[config.mk]
export PLATFORM = sky130hd
export DESIGN_NAME = mc_control_unit_flat
export DESIGN_NICKNAME = d
export VERILOG_FILES = /design/src/rtl/fe_pkg.sv /design/src/rtl/mc_control_unit_if.sv /design/src/rtl/mc_stall_watchdog.sv /design/src/rtl/mc_control_unit.sv /design/src/flat_wrapper.sv
export SDC_FILE = /design/constraint.sdc
export NUM_CORES = 1
export LEC_CHECK = 0
export CORE_UTILIZATION = 25
export DETAILED_ROUTE_END_ITERATION = 10
export HOLD_SLACK_MARGIN = 0.1
export SLEW_MARGIN = 10
export SYNTH_ARGS = -nofsm -noshare
export SYNTH_HDL_FRONTEND = slang
export SYNTH_SLANG_ARGS = --single-unit
export TNS_END_PERCENT = 10
[constraint.sdc]
create_clock -name clk -period 2.4 [get_ports clk]
set_input_delay 0.36 -clock clk [delete_from_list [all_inputs] [get_ports clk]]
set_output_delay 0.36 -clock clk [all_outputs]
set_load 0.005 [all_outputs]
[src/rtl/fe_pkg.sv]
// Shared types for the front-end multicycle control unit: FSM states,
// decoded opcode classes and datapath mux selects.
package fe_pkg;

  typedef enum logic [2:0] {
    FETCH,
    DECODE,
    EXECUTE,
    MEM,
    WRITEBACK,
    TRAP
  } MC_STATE_t;

  typedef enum logic [2:0] {
    OP_R,
    OP_I,
    OP_LOAD,
    OP_STORE,
    OP_BRANCH,
    OP_JAL,
    OP_JALR,
    OP_ILLEGAL
  } OPCLASS_t;

  typedef enum logic [1:0] {A_RS1, A_PC, A_ZERO} ALU_A_SEL_t;
  typedef enum logic [1:0] {B_RS2, B_IMM, B_ZERO} ALU_B_SEL_t;
  typedef enum logic [1:0] {WB_ALU, WB_MEM, WB_PC_PLUS} WB_SEL_t;

  // Classes that produce a destination-register value.
  function automatic logic writes_rd(OPCLASS_t op);
    return op inside {OP_R, OP_I, OP_LOAD, OP_JAL, OP_JALR};
  endfunction

endpackage

[src/rtl/mc_control_unit_if.sv]
// Signal bundle between mc_control_unit (master) and the decoder, ALU,
// register file and memories around it (slave).
interface mc_control_unit_if #(
  parameter int XLEN = 32
);
  // Memory handshakes: a request (imem_req / mem_req) stays high until the
  // cycle its ready is seen high; that cycle completes the transfer.
  // A ready without a request is ignored.
  logic [2:0]      opcode_class;
  logic            branch_taken;
  logic [XLEN-1:0] alu_out;
  logic            imem_req;
  logic            imem_ready;
  logic            ir_we;
  logic            mem_req;
  logic            mem_we;
  logic            mem_ready;
  logic [1:0]      alu_a_sel;
  logic [1:0]      alu_b_sel;
  logic            rf_we;
  logic [1:0]      wb_sel;
  logic [XLEN-1:0] pc;
  logic [2:0]      state;
  logic            retire;
  logic            trap;

  modport master (
    input  opcode_class, branch_taken, alu_out, imem_ready, mem_ready,
    output imem_req, ir_we, mem_req, mem_we, alu_a_sel, alu_b_sel,
           rf_we, wb_sel, pc, state, retire, trap
  );

  modport slave (
    output opcode_class, branch_taken, alu_out, imem_ready, mem_ready,
    input  imem_req, ir_we, mem_req, mem_we, alu_a_sel, alu_b_sel,
           rf_we, wb_sel, pc, state, retire, trap
  );
endinterface

[src/rtl/mc_stall_watchdog.sv]
// Counts consecutive stalled cycles and flags the cycle in which the
// STALL_LIMIT-th stall occurs. STALL_LIMIT=0 disables it.
module mc_stall_watchdog #(
  parameter int STALL_LIMIT = 255
) (
  input  logic clk,
  input  logic rst,
  input  logic stall,
  input  logic clear,
  output logic expired
);
  localparam int CW = (STALL_LIMIT > 1) ? $clog2(STALL_LIMIT) : 1;

  logic [CW-1:0] cnt_q;

  always_ff @(posedge clk) begin
    if (rst || clear) begin
      cnt_q <= '0;
    end else if (stall && (STALL_LIMIT != 0)) begin
      cnt_q <= cnt_q + CW'(1);
    end
  end

  // Expiry forces a state change, so the counter never runs past the limit.
  assign expired = (STALL_LIMIT != 0) && stall && (int'(cnt_q) == STALL_LIMIT - 1);

endmodule

[src/rtl/mc_control_unit.sv]
// Multicycle RV32I-style control FSM: FETCH/DECODE/EXECUTE/MEM/WRITEBACK with
// memory stalls, local PC+step, stall watchdog and a sticky TRAP state.
module mc_control_unit
  import fe_pkg::*;
#(
  parameter int              XLEN         = 32,
  parameter int              PC_STEP      = 4,
  parameter logic [XLEN-1:0] RESET_VECTOR = '0,
  parameter int              STALL_LIMIT  = 255
) (
  input  logic              clk,
  input  logic              rst,
  mc_control_unit_if.master bus
);

  MC_STATE_t       state_q, state_d;
  OPCLASS_t        op_q, dec_op;
  logic [XLEN-1:0] pc_q, pc_plus_q, alu_q, next_pc;
  logic            taken_q;
  logic            misaligned, retire_evt, pc_load;
  logic            wd_stall, wd_expired;
  logic            imem_req, ir_we, mem_req, mem_we, rf_we, retire;
  ALU_A_SEL_t      alu_a_sel;
  ALU_B_SEL_t      alu_b_sel;
  WB_SEL_t         wb_sel;

  assign dec_op = OPCLASS_t'(bus.opcode_class);

  always_comb begin
    next_pc = pc_plus_q;
    if (op_q == OP_JAL || (op_q == OP_BRANCH && taken_q)) begin
      next_pc = alu_q;
    end else if (op_q == OP_JALR) begin
      next_pc = {alu_q[XLEN-1:1], 1'b0};
    end
  end

  assign misaligned = (next_pc % XLEN'(PC_STEP)) != '0;
  assign wd_stall   = (state_q == FETCH && !bus.imem_ready) ||
                      (state_q == MEM   && !bus.mem_ready);

  mc_stall_watchdog #(
    .STALL_LIMIT(STALL_LIMIT)
  ) u_watchdog (
    .clk     (clk),
    .rst     (rst),
    .stall   (wd_stall),
    .clear   (state_d != state_q),
    .expired (wd_expired)
  );

  always_comb begin
    state_d    = state_q;
    imem_req   = 1'b0;
    ir_we      = 1'b0;
    mem_req    = 1'b0;
    mem_we     = 1'b0;
    rf_we      = 1'b0;
    retire     = 1'b0;
    retire_evt = 1'b0;
    pc_load    = 1'b0;
    alu_a_sel  = A_RS1;
    alu_b_sel  = B_RS2;
    wb_sel     = WB_ALU;

    unique case (state_q)
      FETCH: begin
        imem_req = 1'b1;
        if (bus.imem_ready) begin
          ir_we   = 1'b1;
          state_d = DECODE;
        end else if (wd_expired) begin
          state_d = TRAP;
        end
      end
      DECODE: begin
        state_d = (dec_op == OP_ILLEGAL) ? TRAP : EXECUTE;
      end
      EXECUTE: begin
        unique case (op_q)
          OP_R:              begin alu_a_sel = A_RS1; alu_b_sel = B_RS2; end
          OP_BRANCH, OP_JAL: begin alu_a_sel = A_PC;  alu_b_sel = B_IMM; end
          default:           begin alu_a_sel = A_RS1; alu_b_sel = B_IMM; end
        endcase
        state_d = (op_q == OP_LOAD || op_q == OP_STORE) ? MEM : WRITEBACK;
      end
      MEM: begin
        mem_req = 1'b1;
        mem_we  = (op_q == OP_STORE);
        if (bus.mem_ready) begin
          if (op_q == OP_STORE) retire_evt = 1'b1;
          else                  state_d    = WRITEBACK;
        end else if (wd_expired) begin
          state_d = TRAP;
        end
      end
      WRITEBACK: begin
        rf_we      = writes_rd(op_q);
        retire_evt = 1'b1;
        if (op_q == OP_LOAD)                         wb_sel = WB_MEM;
        else if (op_q == OP_JAL || op_q == OP_JALR)  wb_sel = WB_PC_PLUS;
      end
      TRAP: state_d = TRAP;
      default: state_d = TRAP;
    endcase

    // A misaligned target turns the would-be retire into a trap.
    if (retire_evt) begin
      if (misaligned) begin
        state_d = TRAP;
        rf_we   = 1'b0;
      end else begin
        retire  = 1'b1;
        pc_load = 1'b1;
        state_d = FETCH;
      end
    end

    if (rst) begin
      imem_req = 1'b0;
      ir_we    = 1'b0;
      mem_req  = 1'b0;
      mem_we   = 1'b0;
      rf_we    = 1'b0;
      retire   = 1'b0;
      pc_load  = 1'b0;
    end
  end

  always_ff @(posedge clk) begin
    if (rst) begin
      state_q   <= FETCH;
      pc_q      <= RESET_VECTOR;
      pc_plus_q <= RESET_VECTOR;
      alu_q     <= '0;
      taken_q   <= 1'b0;
      op_q      <= OP_R;
    end else begin
      state_q <= state_d;
      if (ir_we) pc_plus_q <= pc_q + XLEN'(PC_STEP);
      if (state_q == DECODE) op_q <= dec_op;
      if (state_q == EXECUTE) begin
        alu_q   <= bus.alu_out;
        taken_q <= bus.branch_taken;
      end
      if (pc_load) pc_q <= next_pc;
    end
  end

  assign bus.imem_req  = imem_req;
  assign bus.ir_we     = ir_we;
  assign bus.mem_req   = mem_req;
  assign bus.mem_we    = mem_we;
  assign bus.rf_we     = rf_we;
  assign bus.retire    = retire;
  assign bus.alu_a_sel = alu_a_sel;
  assign bus.alu_b_sel = alu_b_sel;
  assign bus.wb_sel    = wb_sel;
  assign bus.pc        = pc_q;
  assign bus.state     = state_q;
  assign bus.trap      = (state_q == TRAP) && !rst;

endmodule

[src/flat_wrapper.sv]
// flat-port wrapper written by rule: the top's interface ports become plain ports
module mc_control_unit_flat import fe_pkg::*;
#(
  parameter int              XLEN         = 32,
  parameter int              PC_STEP      = 4,
  parameter logic [XLEN-1:0] RESET_VECTOR = '0,
  parameter int              STALL_LIMIT  = 255
)
  (clk, rst, bus_opcode_class, bus_branch_taken, bus_alu_out, bus_imem_ready, bus_mem_ready, bus_imem_req, bus_ir_we, bus_mem_req, bus_mem_we, bus_alu_a_sel, bus_alu_b_sel, bus_rf_we, bus_wb_sel, bus_pc, bus_state, bus_retire, bus_trap);
  mc_control_unit_if #(.XLEN(XLEN)) bus_i ();
  input  logic clk;
  input  logic rst;
  input wire logic [$bits(bus_i.opcode_class)-1:0] bus_opcode_class;
  input wire logic [$bits(bus_i.branch_taken)-1:0] bus_branch_taken;
  input wire logic [$bits(bus_i.alu_out)-1:0] bus_alu_out;
  input wire logic [$bits(bus_i.imem_ready)-1:0] bus_imem_ready;
  input wire logic [$bits(bus_i.mem_ready)-1:0] bus_mem_ready;
  output wire logic [$bits(bus_i.imem_req)-1:0] bus_imem_req;
  output wire logic [$bits(bus_i.ir_we)-1:0] bus_ir_we;
  output wire logic [$bits(bus_i.mem_req)-1:0] bus_mem_req;
  output wire logic [$bits(bus_i.mem_we)-1:0] bus_mem_we;
  output wire logic [$bits(bus_i.alu_a_sel)-1:0] bus_alu_a_sel;
  output wire logic [$bits(bus_i.alu_b_sel)-1:0] bus_alu_b_sel;
  output wire logic [$bits(bus_i.rf_we)-1:0] bus_rf_we;
  output wire logic [$bits(bus_i.wb_sel)-1:0] bus_wb_sel;
  output wire logic [$bits(bus_i.pc)-1:0] bus_pc;
  output wire logic [$bits(bus_i.state)-1:0] bus_state;
  output wire logic [$bits(bus_i.retire)-1:0] bus_retire;
  output wire logic [$bits(bus_i.trap)-1:0] bus_trap;
  assign bus_i.opcode_class = bus_opcode_class;
  assign bus_i.branch_taken = bus_branch_taken;
  assign bus_i.alu_out = bus_alu_out;
  assign bus_i.imem_ready = bus_imem_ready;
  assign bus_i.mem_ready = bus_mem_ready;
  assign bus_imem_req = bus_i.imem_req;
  assign bus_ir_we = bus_i.ir_we;
  assign bus_mem_req = bus_i.mem_req;
  assign bus_mem_we = bus_i.mem_we;
  assign bus_alu_a_sel = bus_i.alu_a_sel;
  assign bus_alu_b_sel = bus_i.alu_b_sel;
  assign bus_rf_we = bus_i.rf_we;
  assign bus_wb_sel = bus_i.wb_sel;
  assign bus_pc = bus_i.pc;
  assign bus_state = bus_i.state;
  assign bus_retire = bus_i.retire;
  assign bus_trap = bus_i.trap;
  mc_control_unit #(.XLEN(XLEN), .PC_STEP(PC_STEP), .RESET_VECTOR(RESET_VECTOR), .STALL_LIMIT(STALL_LIMIT)) u_core (.clk(clk), .rst(rst), .bus(bus_i));
endmodule
==> key figures, run 1 <==
Placement
  • Post-DP Area: 6339 um^2
  • Pre-CTS setup slack: -0.02364 ns
  • IO buf count: 85
  • RD Place Congestion: 0.7954
  • Dpl cells: approximately 940
  • Final HPWL DP: between 8 and 9 mm

Logic synthesis
  • Simple-gate area share of the yosys netlist: between 20% and 30%
  • Synth Area in Adders: less than 1%
  • Mux share of post-synthesis cell area: under 10%
  • Distinct cells, synth: 48
  • Mapped Cells: roughly 600
  • Synthesized area per cell: ~8.5 um^2
  • Synth top area share: between 40% and 50%
  • Post-synth EDFFs: 0
  • Post-synth top area cell: dfxtp_1
  • Main synth FF type: dfxtp_1
  • Number of warnings issued by yosys: 0
  • Async SR Flop Fraction: 0%
  • Post-synthesis compound-gate area fraction: 16.00%
  • Post-Syn Area: ~5000 um^2
  • Register bit total from synthesis: about 110
  • Share of the yosys chip area belonging to registers: between 40% and 50%
  • Top post-synthesis cells by area: dfxtp_1, a211oi_1, mux2i_1
  • Post-synthesis xor/xnor area fraction: about 6%
  • Largest family of logic cells by synthesized area: simple AND/OR/NAND/NOR gates

Critical path
  • Critical path's slowest cell: or3_4
  • Critical path startpoint: u_core.op_q[1]
  • R2r endpoint: u_core.bus.pc[26]
  • Crit path to: bus_rf_we
  • Crit Path Class: reg -> out
  • R2R Setup Slk: between 0.15 and 0.2 ns
  • WP buf/inv: 2
  • CP cell instances: or3_4 -> a211o_4 -> buf_4 -> a211oi_2 -> clkdlybuf4s15_1
  • CP Max Fanout: 3
  • Critical Path RT: between 2 and 2.5 ns
  • Arr. time, crit path: roughly 2 ns
  • R2r worst-path depth: 7
  • Slowest cell delay on critical path: 0.39 ns
  • Crit-path leading delay family: compound AO/OA/AOI/OAI gates
  • Startpoint Class: flip-flop
  • Crit end category: output pin
  • Reg-to-Reg Start: u_core.op_q[1]
  • Stages on worst setup path: 5

Timing
  • Setup ws final: between 0.03 and 0.04 ns
  • Clock Skew: around 0.0078 ns
  • Peak Freq: ~0.42 GHz
  • Final Hold Vio Count: 0
  • Final cycle utilization of the critical path: 98.69%
  • Unrepaired setup endpoints after global routing: true
  • Pins over their slew limit: 0
  • Tightest Pin Transition: 0.7551 ns
  • Endpoints failing setup: 0
  • Max-slew headroom: roughly half
  • Hold slack: roughly 0.41 ns
  • Fin crit period: roughly 2.4 ns

Global route
  • Global-route usage over all layers: about an eighth
  • Initial antenna violation count: 0
  • Vias in the first global route: approximately 4100
  • Global route overflow: 0
  • First-pass GRT wire length: 21.39 mm
  • Largest net degree at the start of global routing: 69

Clocking
  • Later-pin clock latency in the skew report: around 0.36 ns
  • Hold_buf cts: 0
  • Reg clk slew, reported paths: 0.07 ns
  • CTS tree: done
  • Clock sinks: approximately 110
  • CTS H-tree depth: 3
  • Clock root cell: clkbuf_16
  • CTS Buf Count: 9
  • Clock buffer depth: 2

Route
  • Wire per inst: between 10 and 15 um
  • DRT Pass-1 Iters: 4
  • DRC Markers: 0
  • Vias/cell: around 4.5
  • DRT iter0 DRCs: about 210
  • Antenna viol nets, final: 0
  • Drt total wl: around 13 mm
  • Total number of vias: about 4300

Power and ir drop
  • Leakage power: 2.421 nW
  • Peak supply drop: roughly 390 uV
  • Pwr dens: slightly above 1000 nW/um^2

Floorplan
  • Die X: around 140 um
  • Std-Cell Core Area: slightly below 20000 um^2
  • Chip Height: 144.4 um
  • Initial Util: 25.78%
  • Die area: ~21000 um^2
  • I/O pin cnt: 88
  • Std-Cell Rows: 51

Final layout
  • # fillers: between 2000 and 2500
  • Fin area: between 6000 and 7000 um^2
  • Most common cell after layout, fill and taps aside: dfxtp_1
  • Layout net count: around 730
  • ANT cells: 0
  • Finished Layout Cells: ~960
  • Share of layout cells above drive strength 1: about a tenth
  • Area of the multi-input gates: around 2700 um^2
  • Area Overhead vs Synth: 32.99%
  • Commonest cells after routing, fill and taps aside: dfxtp_1, nand2_1, clkdlybuf4s50_1
  • FF/Latch Area: 2225 um^2

Job
  • Number of max-cap violations: 0

Hold path
  • Min-Delay Path Class: in -> reg
  • Hold Path Origin: rst

Status
  • Run status: completed
-- how the worst min path moves through the flow --
stage / endpoint / slack (ns) / cells after the start
5_1_grt: u_core.pc_plus_q[29] / 0.42 / 3
6_report: u_core.pc_plus_q[29] / 0.41 / 3
3_5_place_dp: u_core.alu_q[12] / 0.45 / 2
3_3_place_gp: u_core.alu_q[31] / 0.44 / 2
2_1_floorplan: u_core.alu_q[1] / 0.43 / 2
4_1_cts: u_core.pc_plus_q[29] / 0.41 / 3
-- state kept, by name, indices dropped and copies added, names as in the netlist --
signal                   flops
u_core.alu_q                32
u_core.taken_q               1
u_core.pc_plus_q            32
u_core.bus.state             3
u_core.u_watchdog.cnt_q      8
u_core.bus.pc               32
u_core.op_q                  3
-- synthesized netlist by cell type (all sizes together), types with 10 or more instances --
cell and n:
a211oi 59, a21oi 39, buf 14, clkbuf 30
dfxtp 111, mux2i 33, nand2 84, nand3 15
nand4 10, nor2 80, nor3 19, xnor2 21
xor2 14
-- worst register-to-register path, delay by kind of cell, from the launching register on --
family          cells  cell delay, ns
simple gates        2            0.48
buf+inv             2            0.47
compound gates      3            0.84
flops               1            0.33
-- layout make-up --
type,count,share of cell area (%)
multi-input cells,435,39.44
flip-flops and latches,111,33.01
inverters,7,0.3899
well taps,265,4.920
clock inverters,5,1.541
repair buffers,121,16.95
clock buffers,11,3.750
-- what timing repair did --
item | CTS | global route
setup endpoints to repair | 2 | 18
buffers inserted | 1 | 1
resized for setup | 6 | 11
pin swaps | 3 | 2
-- cell families (layout without fill, tap and decap cells) --
logic type	Yosys count	in the layout
DFF	111	111
and+or+nand+nor	245	245
AOI/OAI and AO/OA	117	117
adders and majority gates	3	3
other	1	2
buffers and inverters	51	144
muxes	33	33
xor gates and xnor gates	35	35
-- through the flow --
stage	TNS (ns)	utilization (%)	total power [W]
after detailed placement	-0.08392	32.25	0.005081
after CTS	-0.1336	34.15	0.006881
after global placement	0	32.25	0.005040
after global routing	-0.03125	34.29	0.007308
after floorplan	0	-	0.004079
final	0	34.29	0.006822
-- power breakdown --
group,switching (W),internal [W],total [W]
Sequential,0.000344,0.00227,0.00261
Combinational,0.00126,0.00118,0.00244
Clock,0.000690,0.00108,0.00177
Total,0.00230,0.00453,0.00682
-- metal layers --
metal,global-route usage (%),part of all wire [%]
met5,0,0
met4,4.986,1.7
met3,2.781,3.3
met2,21.28,46
met1,17.42,49
(Power assumes the default switching activity.)
==> run 2, diff against run 1 <==
--- a/config.mk
+++ b/config.mk
@@ -8,6 +8,7 @@
 export CORE_UTILIZATION = 25
 export DETAILED_ROUTE_END_ITERATION = 10
 export HOLD_SLACK_MARGIN = 0.1
+export SKIP_LAST_GASP = 1
 export SLEW_MARGIN = 10
 export SYNTH_ARGS = -nofsm -noshare
 export SYNTH_HDL_FRONTEND = slang
==> constraint.sdc (replaced) <==
create_clock -name clk -period 2.5 [get_ports clk]
set_input_delay 0.375 -clock clk [delete_from_list [all_inputs] [get_ports clk]]
set_output_delay 0.375 -clock clk [all_outputs]
set_load 0.005 [all_outputs]
==> key figures, run 2 (same netlist as run 1, synthesis figures left out) <==
Route
  • Total number of vias: approximately 4300
  • M1 WL: approximately 6.1 mm
  • Top Layer Used: met4
  • DRC Markers: 0
  • Vias/cell: 4.561
  • Wire per inst: about 14 um
  • Antenna viol nets, final: 0
  • Drt total wl: roughly 13 mm
  • DRT Pass-1 Iters: 4
  • DRT iter0 DRCs: between 150 and 200
  • WL met3: 594 um
  • Routed wl met2: ~5.9 mm

Status
  • Run status: completed

Timing
  • Peak Freq: ~0.4 GHz
  • Endpoints failing setup: 0
  • Final Hold Vio Count: 0
  • Clock Skew: approximately 0.0058 ns
  • Final cycle utilization of the critical path: ~100%
  • Pins over their slew limit: 0
  • Max-slew headroom: between 40% and 50%
  • Setup ws final: between 0.004 and 0.005 ns
  • Fin crit period: about 2.5 ns
  • Unrepaired setup endpoints after global routing: true
  • Tightest Pin Transition: 0.7742 ns
  • Final TNS setup: 0 ns

Placement
  • Pre-CTS setup slack: roughly 0.017 ns
  • RD Place Congestion: about 0.83
  • Final HPWL DP: between 8 and 9 mm
  • Dpl cells: approximately 930
  • IO buf count: 85

Floorplan
  • Die area: 20840 um^2
  • Die X: approximately 140 um
  • Std-Cell Core Area: ~20000 um^2
  • Chip Height: between 100 and 150 um
  • I/O pin cnt: 88
  • Std-Cell Rows: between 50 and 60
  • Initial Util: between 20% and 30%

Critical path
  • CP cell instances: buf_4 -> nor3_1 -> nand2_1 -> nor2_1 -> clkdlybuf4s50_1
  • Reg-to-Reg Start: u_core.taken_q
  • R2r worst-path depth: 7
  • Crit Path Class: reg -> out
  • Critical Path RT: around 2.1 ns
  • Startpoint Class: flip-flop
  • Crit end category: output pin
  • Critical path startpoint: u_core.bus.state[0]
  • Critical path's slowest cell: clkdlybuf4s50_1
  • CP Max Fanout: 10
  • R2r endpoint: u_core.bus.pc[22]
  • R2R Setup Slk: around 0.26 ns
  • Arr. time, crit path: between 2 and 2.5 ns
  • Slowest cell delay on critical path: between 0.5 and 0.6 ns

Global route
  • First-pass GRT wire length: about 21 mm
  • Global route overflow: 0
  • Initial antenna violation count: 0
  • Largest net degree at the start of global routing: 70
  • Global-route usage over all layers: approximately an eighth
  • Vias in the first global route: 3995

Hold path
  • Hold Path Origin: u_core.alu_q[31]
  • Hold Path Depth: 2
  • Min-Delay Path Class: reg -> reg
  • Hold Path End: u_core.alu_q[31]

Power and ir drop
  • Peak supply drop: 323.8 uV
  • Pwr dens: roughly 940 nW/um^2
  • Leakage power: 2.375 nW

Final layout
  • Layout net count: 720
  • Area Overhead vs Synth: 30.37%
  • Final core occ: 33.61%
  • Commonest cells after routing, fill and taps aside: dfxtp_1, nand2_1, clkdlybuf4s50_1
  • Most common cell after layout, fill and taps aside: dfxtp_1
  • ANT cells: 0
  • Finished Layout Cells: between 900 and 1000
  • Share of layout cells above drive strength 1: under 10%

Clocking
  • Clock buffer depth: 2
  • CTS tree: done
  • CTS H-tree depth: 3
  • Clock sinks: 111
  • Post CTS Setup Buffer Count: 0
  • Reg clk slew, reported paths: ~0.080 ns
  • CTS Buf Count: 9
  • Clock root cell: clkbuf_16
  • Later-pin clock latency in the skew report: 0.35 ns

Job
  • Number of max-cap violations: 0
run 2: worst max-delay path by stage:
stage                                  to  slack, ns  cells after the start
5_1_grt                         bus_ir_we      -0.05                      5
6_report                        bus_ir_we      0.005                      5
4_1_cts                         bus_rf_we      -0.18                      4
3_5_place_dp   u_core.u_watchdog.cnt_q[2]       0.02                      7
3_3_place_gp   u_core.u_watchdog.cnt_q[4]       0.10                      7
2_1_floorplan                  bus_retire       0.36                      6
run 2: layout make-up:
type                            instances  area (um^2)
Timing Repair Buffer                  113         1085
Multi-Input combinational cell        435         2635
Fill cell                            2135        13050
Clock buffer                            9        225.2
Clock inverter                          7        81.33
Inverter                                7        26.28
Sequential cell                       111         2222
Tap cell                              265        331.6
run 2: metal layers:
layer  track usage [%]  vias up
li1                  -     2245
met5                 0        -
met3             2.781       13
met1             16.44     1983
met2             20.85       78
met4             5.374        0
run 2: worst max-delay path, delay by kind of cell, from the launching register on:
family / cells / cell delay [ns]
buf+inv: 2 / 0.74
simple gates: 3 / 0.66
flops: 1 / 0.36
run 2: per-stage QoR:
step | power, W | instance area [um^2] | hold slack, ns
floorplan | 0.003916 | 5071 | 0.4311
global placement | 0.004764 | 6286 | 0.4444
detailed placement | 0.004807 | 6286 | 0.4486
CTS | 0.006310 | 6599 | 0.4499
global route | 0.006668 | 6606 | 0.4604
finish | 0.006217 | 6606 | 0.4562
run 2: what timing repair did:
item / 4_1_cts / 5_1_grt
resized for setup: 4 / 2
endpoints found under the hold margin: 0 / 0
endpoints found under the setup margin: 3 / 3
pin swaps: 2 / 1
hold buffers: 0 / 0
run 2: where the power goes:
part / leakage [nW] / total [W] / switching [W] / internal [W]
clock network: 0.151 / 0.00147 / 0.000678 / 0.000790
registers: 0.903 / 0.00252 / 0.000343 / 0.00218
logic: 1.32 / 0.00223 / 0.00117 / 0.00106
